--- src/rtl/dccm_arb_pkg.sv ---
// Shared types and constants for DCCM access arbitration.
// Size codes are common to the core LSU, the arbiter and the DCCM itself.
package dccm_arb_pkg;

    typedef enum logic {
        OWNER_CORE = 1'b0,
        OWNER_EXT  = 1'b1
    } owner_e;

    // Load/store size codes; bit 2 marks an unsigned load.
    localparam logic [2:0] SIZE_BYTE   = 3'b000;
    localparam logic [2:0] SIZE_HALF   = 3'b001;
    localparam logic [2:0] SIZE_WORD   = 3'b010;
    localparam logic [2:0] SIZE_BYTE_U = 3'b100;
    localparam logic [2:0] SIZE_HALF_U = 3'b101;

endpackage

--- src/rtl/rr_arb2.sv ---
// Two-input round-robin picker producing a one-hot grant.
// Bit 0 is the core side, bit 1 the external side; a set mask bit removes that input.
module rr_arb2
    import dccm_arb_pkg::*;
(
    input  logic [1:0] req_i,
    input  owner_e     last_owner_i,
    input  logic [1:0] mask_i,
    output logic [1:0] gnt_o
);

    logic [1:0] eligible;

    always_comb begin
        eligible = req_i & ~mask_i;
        gnt_o    = 2'b00;
        unique case (eligible)
            2'b01:   gnt_o = 2'b01;
            2'b10:   gnt_o = 2'b10;
            2'b11:   gnt_o = (last_owner_i == OWNER_EXT) ? 2'b01 : 2'b10;
            default: gnt_o = 2'b00;
        endcase
    end

endmodule

--- src/rtl/dccm_arbiter.sv ---
// Shares the single-ported DCCM between the core LSU and an external requester,
// with round-robin fairness, an external burst lock and read-response routing.
module dccm_arbiter
    import dccm_arb_pkg::*;
#(
    parameter int DataWidth = 32,
    parameter int AddrWidth = 15
) (
    input  logic                 brq_clk,
    input  logic                 brq_rst,

    input  logic                 core_req,
    input  logic                 core_we,
    input  logic [AddrWidth-1:0] core_addr,
    input  logic [DataWidth-1:0] core_wdata,
    input  logic [2:0]           core_byte_en,
    output logic                 core_gnt,
    output logic                 core_rvalid,

    input  logic                 ext_req,
    input  logic                 ext_we,
    input  logic [AddrWidth-1:0] ext_addr,
    input  logic [DataWidth-1:0] ext_wdata,
    input  logic [2:0]           ext_byte_en,
    input  logic                 ext_lock,
    output logic                 ext_gnt,
    output logic                 ext_rvalid,

    output logic [DataWidth-1:0] rdata,

    output logic                 dccm_read_en,
    output logic                 dccm_write_en,
    output logic [2:0]           dccm_byte_en,
    output logic [AddrWidth-1:0] dccm_addr,
    output logic [DataWidth-1:0] dccm_wdata,
    input  logic [DataWidth-1:0] dccm_rdata
);

    owner_e     last_owner_q, last_owner_d;
    owner_e     rsp_owner_q, rsp_owner_d;
    logic       locked_q, locked_d;
    logic       rsp_valid_q, rsp_valid_d;
    logic [1:0] grantVec;
    logic       anyGnt;
    logic       selWe;
    owner_e     winner;

    rr_arb2 u_rr_arb2 (
        .req_i        ({ext_req, core_req}),
        .last_owner_i (last_owner_q),
        .mask_i       ({1'b0, locked_q}),
        .gnt_o        (grantVec)
    );

    // Grants are held off while reset is asserted so no strobe can reach the DCCM.
    assign core_gnt = grantVec[0] & brq_rst;
    assign ext_gnt  = grantVec[1] & brq_rst;
    assign anyGnt   = core_gnt | ext_gnt;
    assign winner   = ext_gnt ? OWNER_EXT : OWNER_CORE;
    assign selWe    = ext_gnt ? ext_we : core_we;

    assign dccm_read_en  = anyGnt & ~selWe;
    assign dccm_write_en = anyGnt & selWe;
    assign dccm_byte_en  = ext_gnt ? ext_byte_en : core_byte_en;
    assign dccm_addr     = ext_gnt ? ext_addr    : core_addr;
    assign dccm_wdata    = ext_gnt ? ext_wdata   : core_wdata;

    assign rdata       = dccm_rdata;
    assign core_rvalid = rsp_valid_q & (rsp_owner_q == OWNER_CORE);
    assign ext_rvalid  = rsp_valid_q & (rsp_owner_q == OWNER_EXT);

    // Dropping ext_lock releases the lock at the next edge even if ext is granted that cycle.
    always_comb begin
        last_owner_d = anyGnt ? winner : last_owner_q;
        locked_d     = locked_q;
        if (!ext_lock) begin
            locked_d = 1'b0;
        end else if (ext_gnt) begin
            locked_d = 1'b1;
        end
        rsp_valid_d = dccm_read_en;
        rsp_owner_d = winner;
    end

    always_ff @(posedge brq_clk or negedge brq_rst) begin
        if (!brq_rst) begin
            last_owner_q <= OWNER_EXT;
            locked_q     <= 1'b0;
            rsp_valid_q  <= 1'b0;
            rsp_owner_q  <= OWNER_CORE;
        end else begin
            last_owner_q <= last_owner_d;
            locked_q     <= locked_d;
            rsp_valid_q  <= rsp_valid_d;
            rsp_owner_q  <= rsp_owner_d;
        end
    end

endmodule

--- config.mk ---
export PLATFORM = sky130hd
export DESIGN_NAME = dccm_arbiter
export DESIGN_NICKNAME = d
export VERILOG_FILES = /design/src/rtl/dccm_arb_pkg.sv /design/src/rtl/rr_arb2.sv /design/src/rtl/dccm_arbiter.sv
export SDC_FILE = /design/constraint.sdc
export NUM_CORES = 1
export LEC_CHECK = 0
export CORE_AREA = 2 2 87 89
export DETAILED_ROUTE_END_ITERATION = 7
export DIE_AREA = 0 0 89 91
export MAX_ROUTING_LAYER = met4
export PLACE_DENSITY = 0.79
export SYNTH_ARGS = -nofsm -noshare
export SYNTH_HDL_FRONTEND = slang
export SYNTH_HIERARCHICAL = 1
export SYNTH_SLANG_ARGS = --single-unit
--- constraint.sdc ---
create_clock -name brq_clk -period 5 [get_ports brq_clk]
set_input_delay 0.75 -clock brq_clk [delete_from_list [all_inputs] [get_ports brq_clk]]
set_output_delay 0.75 -clock brq_clk [all_outputs]
set_load 0.02 [all_outputs]
==> out/metrics.json <==
{
  "run_status": "complete, no violations",
  "maxSlewHeadroom_pct": 37.9,
  "yosysUniqueCellTypes": 21,
  "total_power_mw": 0.373,
  "path_common_cell": "sky130_fd_sc_hd__clkdlybuf4s50_1",
  "global_route_wire_length_before_repair_um": 6580,
  "leakage_nw": 1.24,
  "syn-cell-area_um2": 1260,
  "synth_area_per_cell_um2": 11.6,
  "die_area_um2": 8100,
  "numCtsBuffers": 3,
  "grt_max_degree": 52,
  "detailedPlacementHpwl_um": 4140,
  "slowest_stage": "sky130_fd_sc_hd__nand2_4",
  "vias_in_the_first_global_route": 1308,
  "ir_drop_mv": 0.0541,
  "hold_viol_final": 0,
  "drc": 0,
  "cp_data_required_time_ns": 4.25,
  "critPathLaunchType": "input port",
  "crit_path_max_incr_delay_ns": 0.58,
  "worst-endpoint-arrival_ns": 3.37,
  "nNetsFinal": 378,
  "postCtsResizedCells": 0,
  "antenna_left": 0,
  "cap_violations": 0,
  "post_cts.repair.setup_buffers": 0,
  "dpl_worst_slack_ns": 0.864,
  "critPathLaunch": "core_req",
  "layout_min_cycle_time_ns": 4.12,
  "report.final.setup_viol": 0,
  "place.port_buffers": 162,
  "worst_slew_pin_slew_ns": 0.932,
  "startpoint_of_the_worst_hold_path": "last_owner_q",
  "critPathCaptureType": "output pin",
  "i_o_pins": 227,
  "synth_sequential_area_ratio_pct": 8.03,
  "fmax_ghz": 0.242,
  "final_layout_size_suffix_gt1_share_pct": 23.5,
  "hold_path.class": "reg -> reg",
  "totalNegativeSetupSlack_ns": 0,
  "crit_path_cell_trace": "clkdlybuf4s50_1, nor2b_4, a21oi_1, nand2_4, mux2_4, clkdlybuf4s50_1",
  "seqCellArea_um2": 101,
  "top_fanout_value_on_the_critical_path": 51,
  "core_um2": 7140,
  "cts_sinks": 4,
  "multi_input_combinational_cell_area_um2": 857,
  "grt_antenna_before_repair": 0,
  "postLayoutSetupSlackWorst_ns": 0.875,
  "drt-initial-drc-count": 29,
  "layout_worst_path_cycle_share_pct": 82.5,
  "syn-num-nets": 248,
  "placement.cell_area_um2": 2710,
  "worst_r2r_path_depth": 4,
  "synth_cells": 109,
  "crit_path_class": "in -> out",
  "clkSlewWorstSetupHoldPaths_ns": 0.03,
  "chipHeight_um": 91,
  "initial_utilization_pct": 17.7,
  "worst_hold_slack_ns": 0.517,
  "clock_tree.buffer_depth": 2,
  "diodes": 0,
  "h-tree-depth": 1,
  "yosys_warnings": 6,
  "drt-wirelength-per-cell_um": 14.2,
  "via_per_inst": 3.82,
  "nFillCells": 726,
  "tritoncts": "yes",
  "grt_use_total_pct": 10.8,
  "post_cts_hold_buffer_count": 0,
  "hold_path_depth": 1,
  "clock_skew_ns": 0.00928,
  "fp-row-count": 31,
  "area_delta_synth_final_pct": 118,
  "slew_viol_final": 0,
  "setup_repair_after_global_routing_missed_its_margin": "no",
  "gp_congestion": 0.736,
  "regToRegStartpoint": "last_owner_q",
  "worst_skew_pair.late_latency_ns": 0.22,
  "clock_tree.root_cell": "sky130_fd_sc_hd__clkbuf_8",
  "postRouteWirelength_um": 4790,
  "chipWidth_um": 89,
  "vias": 1287,
  "ffs_latches_synth": 4,
  "final_area_um2": 2760,
  "grt_remaining_overflow": 0,
  "detail_route.first_pass.iterations": 4,
  "cellPowerDensity_nw_per_um2": 135
}
[stage by stage]
stage               util, %  instances
floorplan                 -        109
global placement       38.0        333
detailed placement     38.0        333
CTS                    38.6        337
global route           38.6        337
finish                 38.6        337
[worst max-delay path, delay by kind of cell]
| kind | cells | cell delay, ns |
|---|---|---|
| AOI/OAI and AO/OA | 1 | 0.40 |
| muxes | 1 | 0.51 |
| buffers and inverters | 2 | 0.97 |
| and+or+nand+nor | 2 | 0.71 |
[report_power, final]
part | switching, mW | leakage [nW] | total, mW | internal [mW]
Clock | 0.0179 | 0.0228 | 0.0724 | 0.0545
Sequential | 0.00198 | 0.0511 | 0.0385 | 0.0366
Combinational | 0.0887 | 1.17 | 0.262 | 0.173
[state kept, by name, summed over array words and instances, names as in the netlist]
signal        cells
locked_q          1
rsp_valid_q       1
last_owner_q      1
rsp_owner_q       1
[layer usage]
layer	wire [µm]	up-vias	global-route usage (%)
met5	0	-	-
met4	72	0	2.24
met3	675	6	4.36
met2	2380	94	19.7
met1	1650	583	10.5
li1	-	604	-
[cell usage after synthesis]
cell type                  instances  area, µm²
sky130_fd_sc_hd__nor2b_1           1       6.26
sky130_fd_sc_hd__nand3_1           1       5.00
sky130_fd_sc_hd__dfrtp_1           3       75.1
sky130_fd_sc_hd__o21a_1            2       15.0
sky130_fd_sc_hd__nand2b_1          2       12.5
sky130_fd_sc_hd__conb_1            1       3.75
sky130_fd_sc_hd__nor2b_4           1       13.8
sky130_fd_sc_hd__nand3b_1          1       7.51
sky130_fd_sc_hd__nand2_1           1       3.75
sky130_fd_sc_hd__dfstp_2           1       26.3
sky130_fd_sc_hd__a21oi_1           1       5.00
sky130_fd_sc_hd__inv_1             2       7.51
sky130_fd_sc_hd__a21o_1            1       7.51
sky130_fd_sc_hd__and2_1            1       6.26
sky130_fd_sc_hd__buf_4            32        240
sky130_fd_sc_hd__mux2_4           49        736
sky130_fd_sc_hd__o31ai_1           1       7.51
sky130_fd_sc_hd__o21ai_0           1       5.00
sky130_fd_sc_hd__buf_6             5       56.3
sky130_fd_sc_hd__nand2_4           1       11.3
sky130_fd_sc_hd__mux2_2            1       11.3
[cell type report]
type	count	area share, %
Timing Repair Buffer	162	58.8
Tap cell	99	4.49
Multi-Input combinational cell	66	31.1
Clock buffer	4	1.63
Inverter	2	0.272
Sequential cell	4	3.68
[cells by family after synthesis]
logic type | after synthesis | share of synthesized area (%)
compound gates | 6 | 3.17
buf+inv | 39 | 24.1
flops | 4 | 8.03
mux | 50 | 59.2
other cells | 1 | 0.297
simple gates | 9 | 5.25
[path summary, 6_finish.rpt]
kind,to,slack [ns]
max in group asynchronous,last_owner_q,3.86
setup reg to reg,locked_q,2.99
min in group asynchronous,rsp_valid_q,0.82
setup / recovery,dccm_addr[0],0.88
hold / removal,last_owner_q,0.52
hold reg to reg,last_owner_q,0.52
[cell usage in the layout, fill, tap and decap left out, types with 2 or more instances in the layout]
cell type / count
sky130_fd_sc_hd__clkbuf_8: 3
sky130_fd_sc_hd__clkdlybuf4s50_1: 162
sky130_fd_sc_hd__dfrtp_1: 3
sky130_fd_sc_hd__inv_1: 2
sky130_fd_sc_hd__mux2_4: 49
sky130_fd_sc_hd__nand2b_1: 2
sky130_fd_sc_hd__o21a_1: 2
Note: power is estimated with default switching activity, not from simulation.
==> variant 1: new RTL, same settings <==
The parameter `AddrWidth` goes from 15 to 13.
--- a/src/rtl/dccm_arbiter.sv
+++ b/src/rtl/dccm_arbiter.sv
@@ -6,3 +6,3 @@
     parameter int DataWidth = 32,
-    parameter int AddrWidth = 15
+    parameter int AddrWidth = 13
 ) (
Interface: changed (resized core_addr, dccm_addr and ext_addr); port bits go from 227 to 221. No check against the original RTL was run, so the function may have changed too.
==> variant 1 against the original RTL <==
  * Sequential cell count is the same
  * Total power fell by 6.9%
  * Sequential share of layout area increased by 0.32 points
  * Utilization down 3.1 points
  * Wire length fell by 7.4%
  * Register-to-register slack better by 0.16 ns
  * Count of clock-buffer cells in the layout did not move
  * Synthesized area is 16% lower
  * Clock power increased by 2%
  * Worst setup slack better by 0.12 ns
  * Synthesized cell count decreased by 1.8%
  * Design area decreased by 7.9%
  * Largest cell class unchanged
==> variant 1: results (changes against the original RTL) <==
metric,value,unit,change
status,finished clean,,unchanged
port_buffers,156,,was 162
ys_seq_area_frac,0.09529,,was 0.08028
grt_usage,0.09961,,was 0.1075
crit_slowest_cell,clkdlybuf4s50_1,,was nand2_4
routed_wl,4430,µm,was 4786 µm
grt_pass1_wl,6196,µm,was 6582 µm
muxShareOfSynthArea,0.5400,,was 0.5917
max-vdd-ir-drop,0.00006728,V,was 0.00005407 V
hp-start,last_owner_q,,unchanged
critPathMaxFanout,26,,was 51
fin_worst_skew,0.007537,ns,was 0.009281 ns
synth-compound-area-share,0.03765,,was 0.03171
placed_area,0.002494,mm²,was 0.002711 mm²
r2r_start,locked_q,,was last_owner_q
via_per_inst,3.803,,was 3.819
grt_max_degree,27,,was 52
tightestPinTransition,0.5944,ns,was 0.9317 ns
critical_path.max_stage_delay,0.60,ns,was 0.58 ns
synth_common_cells,"mux2_2 (39), buf_4 (32), mux2_4 (9)",,"was mux2_4 (49), buf_4 (32), buf_6 (5)"
drive_above_1_share,0.2381,,was 0.2353
firstDrtPassIters,4,,unchanged
synth_area_leaders,"mux2_2 (41%), buf_4 (23%), mux2_4 (13%), dfrtp_1 (7.1%), dfstp_2 (2.5%)",,"was mux2_4 (58%), buf_4 (19%), dfrtp_1 (5.9%), buf_6 (4.5%), dfstp_2 (2.1%)"
numCtsBuffers,3,,unchanged
hpwl,3815,µm,was 4143 µm
drt_iter0_drc,13,,was 29
cellLeakagePower,0.001005,µW,was 0.001239 µW
nNetsFinal,367,,was 378
grt_pass1_vias,1294,,was 1308
cp.arrival,3.25,ns,was 3.37 ns
gp_congestion,0.6563,,was 0.7358
syn_nets,242,,was 248
variant 1: cell types whose count changed in the layout (fill, tap and decap cells not counted):
cell             delta
buf_12              +1
nand2_2             +1
clkdlybuf4s50_1     -6
nand2_4             -1
mux2_2             +38
mux2_4             -40
variant 1: cell type report:
class	instances	area, µm²
clock buffers	4	45.04
fillers	725	4598
inverters	2	7.507
multi-input cells	64	679.4
flip-flops and latches	4	101.3
well taps	99	123.9
repair buffers	157	1582
variant 1: path summary, 6_finish.rpt:
path | endpoint | slack (ns) | cells after the start
max | dccm_wdata[10] | 1.0 | 7
min | last_owner_q | 0.51 | 1
max reg2reg | locked_q | 3.15 | 6
min reg2reg | last_owner_q | 0.51 | 1
max in group asynchronous | last_owner_q | 3.92 | 1
min in group asynchronous | rsp_owner_q | 0.79 | 1
variant 1: through the flow:
stage	setup WS (ns)	std cells	total power, µW	utilization	hold WS (ns)
floorplan	2.360	107	169.8	-	0.4544
global placement	0.9962	326	273.3	0.3494	0.5066
detailed placement	0.9648	326	275.4	0.3494	0.5130
CTS	0.9545	330	352.4	0.3557	0.5174
global route	0.7840	330	367.3	0.3557	0.5258
finish	0.9985	330	347.0	0.3557	0.5134
variant 1: per-layer routing:
metal	up-vias	wire, µm	global-route usage
li1	585	-	-
met3	10	542	0.02182
met1	565	1507	0.09404
met4	0	48	0.02861
met5	-	0	-
met2	95	2331	0.1947
variant 1: critical path, delay by kind of cell:
kind            cells  cell delay [ns]
buf+inv             3             1.32
mux                 1             0.27
simple gates        2             0.57
compound gates      1             0.33
variant 1: power breakdown:
group	internal (µW)	switching (µW)	total, µW
Sequential	36.6	1.86	38.4
Clock	54.6	19.0	73.7
Combinational	153	82.4	235
Total	244	103	347
==> variant 2: new RTL, config.mk and constraints unchanged <==
Without the edit above. Reset style: synchronous (`brq_rst`), changed in one clocked block.
--- a/src/rtl/dccm_arbiter.sv
+++ b/src/rtl/dccm_arbiter.sv
@@ -84,3 +84,3 @@
 
-    always_ff @(posedge brq_clk or negedge brq_rst) begin
+    always_ff @(posedge brq_clk) begin
         if (!brq_rst) begin
Function: differs if brq_rst is asserted again (counterexample within 4 cycles, from zero or initial values and one cycle with brq_rst low); with brq_rst held inactive, the same outputs for 10 cycles.
==> variant 2 against the original RTL <==
  * Design area shrank 6.4%
  * Sequential cell count is the same
  * Synthesized area shrank 13%
  * Clock power shrank 7.9%
  * First-iteration DRC count shrank 69%
  * Total power shrank 11%
  * Wire length shrank 3.6%
  * Highest routed layer unchanged
  * Worst setup slack gained 0.35 ns
==> variant 2: results (changes against the original RTL) <==
metric,value,unit,change
crit_end,dccm_wdata[14],,was dccm_addr[0]
critPathMaxFanout,54,,was 51
drive_above_1_share,0.2395,,was 0.2353
status,finished clean,,unchanged
nNetsFinal,379,,was 378
sh_seq_area,0.03102,,was 0.03677
drt-met1-wl,1542,µm,was 1654 µm
synth_area_per_cell,10.03,µm²,was 11.58 µm²
port_buffers,162,,unchanged
whs,0.4965,ns,was 0.5168 ns
grt_pass1_wl,6230,µm,was 6582 µm
synth_top_flop_cell,dfxtp_1,,was dfrtp_1
drt_iter0_drc,9,,was 29
multi_input_area_share,0.2724,,was 0.3109
routed-wl-met3,658,µm,was 675 µm
gp_congestion,0.7420,,was 0.7358
grtUsageMet2,0.1878,,was 0.1971
synth.distinct_cells,20,,was 21
nClkBuffers,3,,was 4
firstDrtPassIters,3,,was 4
fill_cells,749,,was 726
dp_cells,334,,was 333
max_freq,264.7,MHz,was 242.5 MHz
via_per_inst,3.887,,was 3.819
r2r_slack,3.47,ns,was 2.99 ns
wl_met2,2280,µm,was 2383 µm
top_layer_used,met4,,unchanged
met1_usage,0.09875,,was 0.1045
grt_util_met3,0.02545,,was 0.04364
cp.arrival,3.03,ns,was 3.37 ns
max-vdd-ir-drop,0.00005156,V,was 0.00005407 V
clockNetworkAreaShare,0.01600,,was 0.01634
placed_area,0.002540,mm²,was 0.002711 mm²
worstReg2RegEnd,rsp_valid_q,,was locked_q
buf_share,0.6282,,was 0.5883
final_core_util,0.3617,,was 0.3862
async_reset_ff_frac,0,,was 1.000
routed_wl,4612,µm,was 4786 µm
grt_usage,0.1022,,was 0.1075
syn_nets,249,,was 248
r2r_start,locked_q,,was last_owner_q
hp-start,last_owner_q,,unchanged
ys_seq_area_frac,0.07256,,was 0.08028
min_to,last_owner_q,,unchanged
power_density,128.5,mW/mm²,was 135.2 mW/mm²
clkLatencyLatePin,0.21,ns,
grt_max_degree,55,,was 52
n_all_inverters,3,,was 2
max-slew-margin-rel,0.5420,,was 0.3789
place_ws,1.157,ns,was 0.8643 ns
hpwl,3985,µm,was 4143 µm
synth_common_cells,"mux2_2 (46), buf_4 (32), clkbuf_8 (5)",,"was mux2_4 (49), buf_4 (32), buf_6 (5)"
fin_worst_skew,0.0001254,ns,was 0.009281 ns
wl_per_cell,13.69,µm,was 14.20 µm
whs_path_depth,2,,was 1
variant 2: changes by cell type after synthesis, sizes merged, moves of 2 or more:
cell	unedited run	this run
buf	37	32
o2bb2ai	0	2
clkbuf	0	5
dfrtp	3	0
dfxtp	0	4
variant 2: where the power goes:
group	switching, µW	leakage, µW	internal [µW]	total [µW]
clock network	15.5	0.0000216	51.2	66.7
logic	79.1	0.000954	151	230
registers	1.07	0.0000329	33.9	35.0
total	95.7	0.00101	236	332
variant 2: kinds of logic after synthesis:
family / after synthesis / share of synthesized area
flops: 4 / 0.07257
buf+inv: 40 / 0.2903
mux: 50 / 0.5238
other cells: 1 / 0.003398
compound gates: 7 / 0.04988
simple gates: 8 / 0.06010
variant 2: worst max-delay path, cell delays in order:
cell and delay [ns]:
clkdlybuf4s50_1 0.39, nor2b_4 0.12, a21oi_1 0.30, nand2_4 0.44, mux2_2 0.44, clkdlybuf4s50_1 0.55
